<file path="src/rtl/mkio_defs.sv">
`default_nettype none
// ============================================================================
// mkio_defs : shared definitions for the MKIO remote-terminal sequencer
// Revision  : 1.0
// ============================================================================
package mkio_defs;

    typedef enum logic [2:0] {
        ST_IDLE      = 3'd0,
        ST_RX_DATA   = 3'd1,
        ST_GAP       = 3'd2,
        ST_TX_STATUS = 3'd3,
        ST_TX_FETCH  = 3'd4,
        ST_TX_DATA   = 3'd5,
        ST_TX_END    = 3'd6
    } seq_state_e;

    localparam int CMD_ADDR_MSB = 15;
    localparam int CMD_ADDR_LSB = 11;
    localparam int CMD_TR_BIT   = 10;
    localparam int CMD_SA_MSB   = 9;
    localparam int CMD_SA_LSB   = 5;
    localparam int CMD_WC_MSB   = 4;
    localparam int CMD_WC_LSB   = 0;

    localparam int STS_ME_BIT   = 10;

    localparam logic [4:0] DEF_RT_ADDR = 5'd1;
    localparam logic [4:0] DEF_SA_RX   = 5'd3;
    localparam logic [4:0] DEF_SA_TX   = 5'd5;

    // Field layout matches the CMD_* offsets above.
    typedef struct packed {
        logic [4:0] addr;
        logic       tr;
        logic [4:0] sa;
        logic [4:0] wc;
    } cmd_t;

    function automatic logic [5:0] wc_count(input logic [4:0] wc);
        return (wc == 5'd0) ? 6'd32 : {1'b0, wc};
    endfunction

endpackage
`default_nettype wire

</file>
<file path="src/rtl/mkio_seq_timer.sv">
`default_nettype none
// ============================================================================
// mkio_seq_timer : loadable down-counter, stops at zero
// Revision       : 1.0
// ============================================================================
module mkio_seq_timer #(
    parameter int WIDTH = 10
) (
    input  logic             clk,
    input  logic             reset,
    input  logic             load_i,
    input  logic [WIDTH-1:0] load_val_i,
    output logic             zero_o
);

    logic [WIDTH-1:0] count_q;
    logic [WIDTH-1:0] count_d;

    always_comb begin
        count_d = count_q;
        if (load_i) begin
            count_d = load_val_i;
        end else if (count_q != '0) begin
            count_d = count_q - WIDTH'(1);
        end
    end

    always_ff @(posedge clk) begin
        if (reset) begin
            count_q <= '0;
        end else begin
            count_q <= count_d;
        end
    end

    assign zero_o = (count_q == '0);

endmodule
`default_nettype wire

</file>
<file path="src/rtl/mkio_rt_seq.sv">
`default_nettype none
// ============================================================================
// mkio_rt_seq : MIL-STD-1553B remote-terminal message sequencer
// Revision    : 1.0
// ============================================================================
module mkio_rt_seq
    import mkio_defs::*;
#(
    parameter logic [4:0] RT_ADDR    = DEF_RT_ADDR,
    parameter logic [4:0] SA_RX      = DEF_SA_RX,
    parameter logic [4:0] SA_TX      = DEF_SA_TX,
    parameter int         RESP_GAP   = 160,
    parameter int         RX_TIMEOUT = 768
) (
    input  logic        clk,
    input  logic        reset,
    input  logic        rx_valid,
    input  logic        rx_csw,
    input  logic [15:0] rx_data,
    input  logic        rx_err,
    output logic        tx_req,
    output logic        tx_csw,
    output logic [15:0] tx_data,
    input  logic        tx_ack,
    input  logic        tx_done,
    output logic        mem_wr_en,
    output logic [4:0]  mem_wr_addr,
    output logic [15:0] mem_wr_data,
    output logic [4:0]  mem_rd_addr,
    input  logic [15:0] mem_rd_data,
    output logic        busy_rx,
    output logic        busy_tx
);

    localparam int TMR_MAX = (RX_TIMEOUT > RESP_GAP) ? RX_TIMEOUT : RESP_GAP;
    localparam int TMR_W   = $clog2(TMR_MAX + 1);
    // Timer counts down to zero, so load one less than the wanted span.
    localparam logic [TMR_W-1:0] GAP_LOAD  = TMR_W'(RESP_GAP - 1);
    localparam logic [TMR_W-1:0] RXTO_LOAD = TMR_W'(RX_TIMEOUT - 1);

    seq_state_e  state_q, state_d;
    logic [5:0]  cnt_q, cnt_d;
    logic [4:0]  wptr_q, wptr_d;
    logic [4:0]  rptr_q, rptr_d;
    logic        me_q, me_d;
    logic        tx_cmd_q, tx_cmd_d;
    logic        busy_rx_q, busy_rx_d;
    logic        busy_tx_q, busy_tx_d;
    logic [1:0]  pend_q, pend_d;
    logic        wr_en_q, wr_en_d;
    logic [4:0]  wr_addr_q, wr_addr_d;
    logic [15:0] wr_data_q, wr_data_d;

    logic             tmr_load;
    logic [TMR_W-1:0] tmr_val;
    logic             w_tmr_zero;
    logic             take_cmd;
    cmd_t             w_cmd;
    logic             w_cmd_valid;
    logic [15:0]      w_status;

    assign w_cmd       = cmd_t'(rx_data);
    assign w_cmd_valid = rx_valid & rx_csw & ~rx_err;

    always_comb begin
        w_status                            = '0;
        w_status[CMD_ADDR_MSB:CMD_ADDR_LSB] = RT_ADDR;
        w_status[STS_ME_BIT]                = me_q;
    end

    mkio_seq_timer #(
        .WIDTH (TMR_W)
    ) u_timer (
        .clk        (clk),
        .reset      (reset),
        .load_i     (tmr_load),
        .load_val_i (tmr_val),
        .zero_o     (w_tmr_zero)
    );

    always_comb begin
        state_d   = state_q;
        cnt_d     = cnt_q;
        wptr_d    = wptr_q;
        rptr_d    = rptr_q;
        me_d      = me_q;
        tx_cmd_d  = tx_cmd_q;
        busy_rx_d = busy_rx_q;
        busy_tx_d = busy_tx_q;
        wr_en_d   = 1'b0;
        wr_addr_d = wr_addr_q;
        wr_data_d = wr_data_q;
        tmr_load  = 1'b0;
        tmr_val   = GAP_LOAD;
        take_cmd  = 1'b0;
        tx_req    = 1'b0;
        tx_csw    = 1'b0;
        tx_data   = '0;

        // Encoder is double-buffered: track words accepted but not yet shifted out.
        pend_d = pend_q;
        if (tx_ack) begin
            pend_d = pend_d + 2'd1;
        end
        if (tx_done && pend_q != 2'd0) begin
            pend_d = pend_d - 2'd1;
        end

        case (state_q)
            ST_IDLE: begin
                pend_d   = '0;
                take_cmd = w_cmd_valid;
            end
            ST_RX_DATA: begin
                if (rx_valid && rx_err) begin
                    state_d   = ST_IDLE;
                    me_d      = 1'b1;
                    busy_rx_d = 1'b0;
                end else if (rx_valid && rx_csw) begin
                    state_d   = ST_IDLE;
                    me_d      = 1'b1;
                    busy_rx_d = 1'b0;
                    take_cmd  = 1'b1;
                end else if (rx_valid) begin
                    wr_en_d   = 1'b1;
                    wr_addr_d = wptr_q;
                    wr_data_d = rx_data;
                    wptr_d    = wptr_q + 5'd1;
                    cnt_d     = cnt_q - 6'd1;
                    tmr_load  = 1'b1;
                    tmr_val   = RXTO_LOAD;
                    if (cnt_q == 6'd1) begin
                        state_d = ST_GAP;
                        tmr_val = GAP_LOAD;
                    end
                end else if (w_tmr_zero) begin
                    state_d   = ST_IDLE;
                    me_d      = 1'b1;
                    busy_rx_d = 1'b0;
                end
            end
            ST_GAP: begin
                if (w_tmr_zero) begin
                    state_d = ST_TX_STATUS;
                end
            end
            ST_TX_STATUS: begin
                tx_req  = 1'b1;
                tx_csw  = 1'b1;
                tx_data = w_status;
                if (tx_ack) begin
                    me_d    = 1'b0;
                    state_d = tx_cmd_q ? ST_TX_FETCH : ST_TX_END;
                end
            end
            ST_TX_FETCH: begin
                state_d = ST_TX_DATA;
            end
            ST_TX_DATA: begin
                tx_req  = 1'b1;
                tx_data = mem_rd_data;
                if (tx_ack) begin
                    rptr_d  = rptr_q + 5'd1;
                    cnt_d   = cnt_q - 6'd1;
                    state_d = (cnt_q == 6'd1) ? ST_TX_END : ST_TX_FETCH;
                end
            end
            ST_TX_END: begin
                if (tx_done && pend_q == 2'd1) begin
                    state_d   = ST_IDLE;
                    busy_rx_d = 1'b0;
                    busy_tx_d = 1'b0;
                end
            end
            default: begin
                state_d = ST_IDLE;
            end
        endcase

        // Command decode shared by IDLE and the supersede path in RX_DATA.
        if (take_cmd && w_cmd.addr == RT_ADDR) begin
            cnt_d    = wc_count(w_cmd.wc);
            tmr_load = 1'b1;
            if (!w_cmd.tr && w_cmd.sa == SA_RX) begin
                state_d   = ST_RX_DATA;
                wptr_d    = '0;
                busy_rx_d = 1'b1;
                tx_cmd_d  = 1'b0;
                tmr_val   = RXTO_LOAD;
            end else if (w_cmd.tr && w_cmd.sa == SA_TX) begin
                state_d   = ST_GAP;
                rptr_d    = '0;
                busy_tx_d = 1'b1;
                tx_cmd_d  = 1'b1;
            end else begin
                state_d  = ST_GAP;
                me_d     = 1'b1;
                tx_cmd_d = 1'b0;
            end
        end
    end

    always_ff @(posedge clk) begin
        if (reset) begin
            state_q   <= ST_IDLE;
            cnt_q     <= '0;
            wptr_q    <= '0;
            rptr_q    <= '0;
            me_q      <= 1'b0;
            tx_cmd_q  <= 1'b0;
            busy_rx_q <= 1'b0;
            busy_tx_q <= 1'b0;
            pend_q    <= '0;
            wr_en_q   <= 1'b0;
            wr_addr_q <= '0;
            wr_data_q <= '0;
        end else begin
            state_q   <= state_d;
            cnt_q     <= cnt_d;
            wptr_q    <= wptr_d;
            rptr_q    <= rptr_d;
            me_q      <= me_d;
            tx_cmd_q  <= tx_cmd_d;
            busy_rx_q <= busy_rx_d;
            busy_tx_q <= busy_tx_d;
            pend_q    <= pend_d;
            wr_en_q   <= wr_en_d;
            wr_addr_q <= wr_addr_d;
            wr_data_q <= wr_data_d;
        end
    end

    assign mem_wr_en   = wr_en_q;
    assign mem_wr_addr = wr_addr_q;
    assign mem_wr_data = wr_data_q;
    assign mem_rd_addr = rptr_q;
    assign busy_rx     = busy_rx_q;
    assign busy_tx     = busy_tx_q;

endmodule
`default_nettype wire

</file>
<file path="config.mk">
export PLATFORM = sky130hd
export DESIGN_NAME = mkio_rt_seq
export DESIGN_NICKNAME = d
export VERILOG_FILES = /design/src/rtl/mkio_defs.sv /design/src/rtl/mkio_seq_timer.sv /design/src/rtl/mkio_rt_seq.sv
export SDC_FILE = /design/constraint.sdc
export NUM_CORES = 1
export LEC_CHECK = 0
export BUFFER_PORTS_ARGS = -buffer_cell sky130_fd_sc_hd__buf_2
export CORE_AREA = 2 2 70 98
export DETAILED_ROUTE_END_ITERATION = 7
export DIE_AREA = 0 0 72 100
export PLACE_DENSITY = 0.81
export SLEW_MARGIN = 30
export SYNTH_ARGS = -nofsm -noshare
export SYNTH_HDL_FRONTEND = slang
export SYNTH_SLANG_ARGS = --single-unit
</file>
<file path="constraint.sdc">
create_clock -name clk -period 1.95 [get_ports clk]
set_input_delay 0.0975 -clock clk [delete_from_list [all_inputs] [get_ports clk]]
set_output_delay 0.0975 -clock clk [all_outputs]
set_load 0.02 [all_outputs]
</file>
# Word level (Yosys, flattened, before mapping)
# Cells that the tools add are included.
# op_classes
n_addsub	6
mul	0
n_div	0
order_cmp	0
eq_ne	21
shifts	0
n_mux	78
bitwise_logic	5
reduce_logical	20
# op_table
operator	count
$mux W10	9
$mux W5	11
$mux W6	6
$pmux W16 S2	1
$mux W1	31
$mux W3	10
$pmux W3 S7	1
$ne A3 B3 Y1 const B	6
$pmux W6 S2	1
$add A5 B1 Y5 const B	2
$logic_not A10 Y1	1
$mux W2	5
$reduce_bool A10 Y1	1
$sub A10 B1 Y10 const B	1
$eq A3 B3 Y1 const B	3
$logic_and A1 B1 Y1	7
$reduce_and A7 Y1	1
$eq A3 B2 Y1 const B	2
$eq A6 B1 Y1 const B	1
$ne A6 B5 Y1 const B	1
$ne A6 B6 Y1 const B	1
$pmux W1 S2	3
$sub A6 B1 Y6 const B	1
$eq A5 B1 Y1 const B	1
other kinds (18)	23
# word_totals
regBits	57
latch_bits	0
mem_bits_rw	0
rom_bits	0
in_bits	39
output_inout_bits	47
n_memories	0

# Longest topological paths before layout
# Gate-level depths: netlist of the first run.
# logic_depth
depth_word	9
ltp_mapped	9

# Hierarchy
# From an unflattened synthesis of the first run, not the netlist that was laid out.
# unflattened
cells_unflattened	377
hier_area_um2	3014.1
# modules_own_cells
mod	n_inst	cells_each	area_each_um2	seq_area_each_um2
mkio_rt_seq	1	304	2401.1	940.9
mkio_seq_timer	1	73	613.1	200.2

# Worst setup path before layout of the first run
# OpenSTA, ideal clock, no wires.
# synth_timing
path_type	register to register
startpoint	register state_q[1]
endpoint	register u_timer.count_q[5]
setup_ns	0.115
arrival_time_ns	1.763
required_time_ns	1.835
setup_slack_ns	0.072
stages_incl_launch_ff	10
synth_period_minus_slack_ns	1.878
path_cell_list	dfxtp_1 > buf_2 > inv_1 > ha_1 > and4b_1 > and4_1 > clkbuf_1 > nor2_1 > a21oi_1 > nor2b_1
# synth_via
elab_chain_cells	5
elab_cells_between_ends	11
cone_classes	1 x eq/ne; 7 x mux; 3 x reduce/logical
# synth_lines
item	line_no	rtl
start: declaration	mkio_rt_seq.sv:41	seq_state_e state_q, state_d;
start signal: assignment	mkio_rt_seq.sv:218	state_q <= state_d;
$eq A3 B1 Y1 or $logic_not A3 Y1 (tied branches)	mkio_rt_seq.sv:109	case (state_q)
$pmux W1 S2 or $mux W10 (tied branches)	mkio_rt_seq.sv:109	
$logic_and A1 B1 Y1 or $mux W10 (tied branches)	mkio_rt_seq.sv:181, mkio_rt_seq.sv:184	
$mux W10 or $mux W1 (tied branches)	mkio_rt_seq.sv:181	if (take_cmd && w_cmd.addr == RT_ADDR) begin
$mux W10 or $reduce_bool A2 Y1 (tied branches)	n/a	
end signal: assignment	mkio_seq_timer.sv:32	count_q <= count_d;
end: declaration	mkio_seq_timer.sv:16	logic [WIDTH-1:0] count_q;
# Several ways; a longest one is shown, not always the timed one.
# A chain may end at the register's enable or synchronous reset.

# Final worst setup path of the first run
# layout_timing
startpoint	register state_q[2]
endpoint	register state_q[2]
# layout_via
elab_chain_cells	5
elab_cells_between_ends	19
cone_classes	13 x eq/ne; 3 x mux; 3 x reduce/logical
# layout_lines
item	line_no
$eq A3 B1 Y1 or $logic_not A3 Y1 (tied branches)	mkio_rt_seq.sv:109
$pmux W1 S2	mkio_rt_seq.sv:109
$logic_and A1 B1 Y1	mkio_rt_seq.sv:181
$ne A6 B6 Y1 (no source line), or another cell as far along	n/a
$reduce_and A7 Y1 (no source line)	n/a
# Several ways; a longest one is shown, not always the timed one.

==> results of run 1 <==
-- Yosys cell counts (3+ instances only) --
cell      count
nand2_1      63
dfxtp_1      57
a21oi_1      43
nor2_1       28
and2_1       16
clkbuf_1     14
xor2_1       12
xnor2_1      11
ha_1         10
inv_1         8
nor3_1        8
nor2b_1       7
nand3_1       6
nand4_1       6
a211oi_1      5
o21ai_0       5
nor3b_1       4
or2_2         4
buf_2         3
nand2b_1      3
-- state kept, by name, summed over array words and instances, names as in the netlist --
name / flops
mem_wr_data: 16
u_timer.count_q: 10
cnt_q: 6
mem_rd_addr: 5
mem_wr_addr: 5
wptr_q: 5
state_q: 3
pend_q: 2
busy_rx: 1
busy_tx: 1
me_q: 1
mem_wr_en: 1
tx_cmd_q: 1
-- cells by family (layout without fill, tap and decap cells) --
family                   Yosys count  in the layout
flip-flops                        57             57
AO/OA/AOI/OAI                     70             70
AND/OR/NAND/NOR                  163            163
XOR/XNOR                          23             23
adder cells (fa/ha/maj)           10             10
buffers and inverters             28            133
-- critical path, cell delays in order, from the launching register on --
cell	delay (ns)
dfxtp_1	0.42
inv_1	0.13
ha_1	0.20
and4b_1	0.20
and4_1	0.17
or4_1	0.52
a21oi_1	0.13
-- area by class of cell --
class	count	share of cell area (%)
inverter	8	0.822
tap	74	2.53
clock inverter	5	1.54
timing repair buffer	109	16.8
multi-input combinational	266	43.4
sequential	57	31.3
clock buffer	11	3.60
-- routing by layer --
metal,GRT usage [%],vias up,routed length (µm)
li1,-,1401,-
met1,24.2,1300,3070
met2,35.1,70,3750
met3,5.12,10,355
met4,9.72,0,102
met5,0,-,0
-- through the flow --
step                      cell area [µm²]  util, %  setup WS, ns
final                                3650     56.8         0.101
after global routing                 3650     56.8       -0.0135
after CTS                            3590     55.7        0.0403
after detailed placement             3370     52.3        0.0469
after global placement               3370     52.3        0.0905
after floorplan                      2820        -        0.0715
-- worst min path at each step --
| stage | startpoint | endpoint | depth (start not counted) |
|---|---|---|---|
| after floorplan | tx_ack | pend_q[1] | 1 |
| after global placement | rx_data[13] | mem_wr_data[13] | 3 |
| after detailed placement | rx_data[9] | mem_wr_data[9] | 3 |
| after CTS | rx_data[14] | mem_wr_data[14] | 3 |
| after global routing | rx_data[12] | mem_wr_data[12] | 3 |
| final | rx_data[14] | mem_wr_data[14] | 3 |
-- timing repair --
action	CTS	global route
setup endpoints to repair	0	23
gates resized for setup	0	8
endpoints found under the hold margin	3	0
setup buffers	0	4
hold buffers	3	0
-- power by group --
group / internal, µW / switching [µW] / leakage (µW) / total (µW)
Sequential: 1230 / 70.1 / 0.000461 / 1300
Combinational: 323 / 321 / 0.00103 / 644
Clock: 588 / 475 / 0.0000933 / 1060
Total: 2140 / 866 / 0.00159 / 3010
==> results.md, run 1 <==
- Share of layout cells above drive strength 1: 28.9%
- Max Slew Vio Count: 0
- Clock buffer depth: 2
- Initial antenna violation count: 0
- Remaining DRCs: 0
- Hold_ws: 0.0195 ns
- Ratio of final minimum period to clock period: 94.8%
- GRT Util Overall: roughly 21%
- CP Max Fanout: 5
- CP Capture Type: flop
- Root Driver: clkbuf_8
- GPL Wtd Cong: 0.922
- Worst-Skew Late Latency: about 0.33 ns
- Leak: about 0.0016 µW
- FP Rows: 35
- Area Overhead vs Synth: 29.7%
- Mapped Area: 2820 µm²
- VDD IR max: 0.000496 V
- Crit Path Category: reg -> reg
- I/O Buffers: 85
- Reg2reg end: state_q[2]
- Vias in the first global route: 2606
- Largest family of logic cells by synthesized area: simple AND/OR/NAND/NOR gates
- Yosys top cell area share: 40.5%
- Fillers: 579
- Worst r2r src: state_q[2]
- Die area: 7200 µm²
- Least-Margin Pin Slew: 0.618 ns
- Final TNS setup: 0 ns
- # diodes: 0
- Die X: 72 µm
- Reg clk slew, reported paths: 0.06 ns
- Achievable Freq: 0.541 GHz
- Clk sinks: 57
- FF/Latch Area: 1140 µm²
- Dominant cells by area after synthesis: dfxtp_1 40%, nand2_1 8.4%, a21oi_1 7.6%
- Dpl hpwl: around 5200 µm
- DR WL/cell: between 10 and 15 µm
- CP Data Arrival Time: approximately 2.1 ns
- Worst Setup EP: state_q[2]
- Post-synthesis mux area share: 0%
- Top_reg_cell synth: dfxtp_1
- Router iterations before antenna repair: 4
- Final wirelength: 7270 µm
- Via count: 2781
- Worst Path Required: 2.21 ns
- H-tree lvl count: 3
- TritonCTS clock tree: done
- Worst Setup SP: state_q[2]
- Maximum number of pins on one net before global-route repair: 33
- Final setup violation count: 0
- Power Dens Cells: 824 nW/µm²
- Initial Utilization: around 44%
- Reg2reg setup slack: a little over 0.1 ns
- Post-Synth Simple-Gate Area: 29.2%
- Synth Area per Inst: 8.03 µm²
- Multi-input gate area: 1590 µm²
- Cell count after synthesis: 351
- Total design power: 3010 µW
- Most common cell after layout, fill and taps aside: buf_2
- Synth Area in XOR/XNOR: 7.15%
- First-pass GRT wire length: around 12000 µm
- HP Class: in -> reg
- Reg2reg path depth: 6
- Final net count: 500
- Core Area: 6440 µm²
- Netlist cell types: 47
- Via density: 5.25
- Warnings, synthesis: 0
- Hold Fails Final Rpt: 0
- Clock skew: 0.00514 ns
- Initial DRC count: 98
- Overflow after GRT: 0
- Die Span Y: around 100 µm
- Seq/Total Area, Yosys: between 40 and 50%
- Syn nets: 400
- Max-Cap Viols: 0
- Highest-count cells in the layout ignoring fill and taps: 86 x buf_2, 63 x nand2_1, 56 x dfxtp_1
- Placed cells: about 510
- Status: finished, final reports clean
- Compound-Gate Fraction of Synth Area: 14.6%
- CTS buffer count: 9
- Post-synthesis register bit count: 57
- Cell taking the most area after synthesis: dfxtp_1
- Non-filler cells in the finished layout: 530
- # IOs: 86
- Post-synth EDFFs: 0
- Crit path time final: 1.85 ns
- Synth Area in Adders: 4.44%
- Startpoint types: flop
- Ys async rst share: 0%
- Rel. slew slack: between 50 and 60%
- Post-route ant nets: 0
Power figures use the tool's default switching activity.
==> run 2, diff against run 1 <==
CELL_PAD_IN_SITES_DETAIL_PLACEMENT = 2   (was default)
CELL_PAD_IN_SITES_GLOBAL_PLACEMENT = 2   (was default)
CORE_AREA = 2 2 87 122   (was 2 2 70 98)
DIE_AREA = 0 0 89 124   (was 0 0 72 100)
PLACE_DENSITY = 0.85   (was 0.81)
SLEW_MARGIN = 20   (was 30)
clock period = 1.8 ns   (was 1.95 ns; I/O delays follow)
==> results.md, run 2 (synthesis results as in run 1) <==
- Status: finished, violations left (was finished, final reports clean)
- Failing checks: negative hold slack, negative setup slack
- Leak: 0.00176 µW (was 0.00159 µW)
- Clock buffer depth: 2 (unchanged)
- Int Pwr: 2990 µW (was 2140 µW)
- # IOs: 86 (unchanged)
- Max-Cap Viols: 0 (unchanged)
- Reg clk slew, reported paths: 0.06 ns (about the same)
- Core Area: 9900 µm² (was 6440 µm²)
- Sw frac: 29.3% (was 28.8%)
- CP Max Fanout: 6 (was 5)
- TritonCTS clock tree: done (unchanged)
- Remaining DRCs: 0 (unchanged)
- Die X: 89 µm (was 72 µm)
- Sw Pwr: 1240 µW (was 866 µW)
- Max reg flops: 16 (unchanged)
- Rel. slew slack: 47.1% (was 58.8%)
- Clock skew: 0.00733 ns (was 0.00514 ns)
- CTS Hold Bufs: 0 (was 3)
- Final net count: 513 (was 500)
- Share of layout cells above drive strength 1: 38.6% (was 28.9%)
- GRT Util Overall: 22.2% (was 20.7%)
- Comb power frac: 21.0% (was 21.4%)
- VDD IR max: 0.000487 V (was 0.000496 V)
- Die Span Y: 124 µm (was 100 µm)
- Worst Path Required: 2.03 ns (was 2.21 ns)
- DR WL/cell: 21.6 µm (was 13.7 µm)
- Final wirelength: 13000 µm (was 7270 µm)
- Dpl hpwl: 7580 µm (was 5230 µm)
- Vias in the first global route: 3406 (was 2606)
- Post-route ant nets: 0 (unchanged)
- Router iterations before antenna repair: 4 (unchanged)
- CP Data Arrival Time: 2.21 ns (was 2.11 ns)
- Via density: 5.13 (was 5.25)
- GPL Wtd Cong: 0.805 (was 0.922)
- Clk pwr share: 45.4% (was 35.3%)
- Ratio of final minimum period to clock period: 110% (was 94.8%)
- Initial antenna violation count: 0 (unchanged)
- HP Class: in -> reg (unchanged)
- # diodes: 0 (unchanged)
- H-tree lvl count: 3 (unchanged)
- Fin area: 4140 µm² (was 3650 µm²)
- Root Driver: clkbuf_16 (was clkbuf_8)
- Unrepaired setup endpoints after global routing: yes
- Worst-Skew Late Latency: 0.35 ns (was 0.33 ns)
- Overflow after GRT: 0 (unchanged)
- I/O Buffers: 85 (unchanged)
- DP Area: 3530 µm² (was 3370 µm²)
- Via count: 3099 (was 2781)
- CP Cell Sequence: nor4_4 > and4b_2 > buf_4 > a211oi_1 > or3_1 > o32ai_2 (was inv_1 > ha_1 > and4b_1 > and4_1 > or4_1 > a21oi_1)
- Achievable Freq: 0.505 GHz (was 0.541 GHz)
- Hold_ws: -0.00263 ns (was 0.0195 ns)
- Area Overhead vs Synth: 46.9% (was 29.7%)
- Initial Utilization: 28.5% (was 43.8%)
- First-pass GRT wire length: 18400 µm (was 11700 µm)
- Crit Path Category: reg -> reg (unchanged)
- Max Slew Vio Count: 0 (unchanged)
- Maximum number of pins on one net before global-route repair: 38 (was 33)
- Crit path time final: 1.98 ns (was 1.85 ns)
- Final setup violation count: 5 (was 0)
- CP Capture Type: flop (unchanged)
- Slowest CP cell: or3_1 (was or4_1)
- Top delay family on crit path: simple AND/OR/NAND/NOR gates (unchanged)
- Startpoint types: flop (unchanged)
- Most common cell after layout, fill and taps aside: buf_2 (unchanged)
- Fin worst setup slack: -0.182 ns (was 0.101 ns)
- Die area: 11000 µm² (was 7200 µm²)
- Dpl ws: -0.0773 ns (was 0.0469 ns)
- Crit-path max cell delay: 0.41 ns (was 0.52 ns)
- FP Rows: 43 (was 35)
- Clk sinks: 57 (unchanged)
- CTS buffer count: 9 (unchanged)
- CP Buf/Inv Count: 1 (unchanged)
- Highest-count cells in the layout ignoring fill and taps: 84 x buf_2, 61 x nand2_1, 53 x dfxtp_1 (was 86 x buf_2, 63 x nand2_1, 56 x dfxtp_1)
- Initial DRC count: 116 (was 98)
- Seq pwr share: 33.6% (was 43.3%)
- Power Dens Cells: 1020 nW/µm² (was 824 nW/µm²)
- Least-Margin Pin Slew: 0.793 ns (was 0.618 ns)
- Hold Fails Final Rpt: 1 (was 0)
-- run 2: changes by cell type in the layout (fill, tap and decap cells not counted), sizes merged --
cell,previous run,this run
dlygate4sd3,3,0
buf,106,122
clkinv,3,1
clkinvlp,1,3
clkbuf,11,10
bufinv,1,2
-- run 2: layout make-up --
| type | count | area, µm² |
|---|---|---|
| fill | 1152 | 5760 |
| multi-input combinational | 266 | 1720 |
| sequential | 57 | 1150 |
| timing repair buffer | 122 | 732 |
| clock buffer | 10 | 239 |
| tap | 135 | 169 |
| clock inverter | 6 | 91.3 |
| inverter | 8 | 32.5 |
-- run 2: repair_timing --
| item | CTS | global route |
|---|---|---|
| buffers inserted | 3 | 8 |
| pin swaps | 5 | 13 |
| endpoints found under the setup margin | 18 | 42 |
| gates resized for setup | 26 | 30 |
| cloned | 0 | 0 |
-- run 2: metal layers --
| metal | share of wire, % | vias to the layer above | global-route usage, % |
|---|---|---|---|
| met4 | 3.9 | 0 | 9.61 |
| met3 | 3.4 | 32 | 4.97 |
| met1 | 37 | 1555 | 23.7 |
| met5 | 0 | - | 0 |
| met2 | 56 | 89 | 41.0 |
| li1 | - | 1423 | - |
-- run 2: stage by stage --
step	hold WS (ns)	utilization [%]	setup TNS, ns	instances	power, µW
3_3_place_gp	0.344	35.7	0	578	2140
5_1_grt	0.00836	41.8	-1.14	604	4400
6_report	-0.00263	41.8	-0.340	604	4230
4_1_cts	0.000123	40.3	0	597	4150
3_5_place_dp	0.356	35.7	-0.140	578	2200
2_1_floorplan	0.204	-	0	351	1950
-- run 2: final timing paths --
kind                         end  cells after the start                from  slack, ns
setup / recovery      state_q[0]                      6  u_timer.count_q[2]      -0.18
hold / removal    mem_wr_data[8]                      3          rx_data[8]     -0.003
setup reg to reg      state_q[0]                      6  u_timer.count_q[2]      -0.18
hold reg to reg   mem_wr_data[6]                      2      mem_wr_data[6]       0.46
-- run 2: power by group through the flow --
stage                     clock (µW)  combinational [µW]  sequential, µW
after floorplan                    0                 523            1420
after global placement             0                 712            1430
after detailed placement           0                 764            1440
after CTS                       1930                 807            1410
after global routing            2000                 975            1430
final                           1920                 890            1420
-- run 2: tightest hold or removal path, cell delays in order --
cell     delay, ns
buf_2         0.11
nand2_1       0.05
a21oi_1       0.05
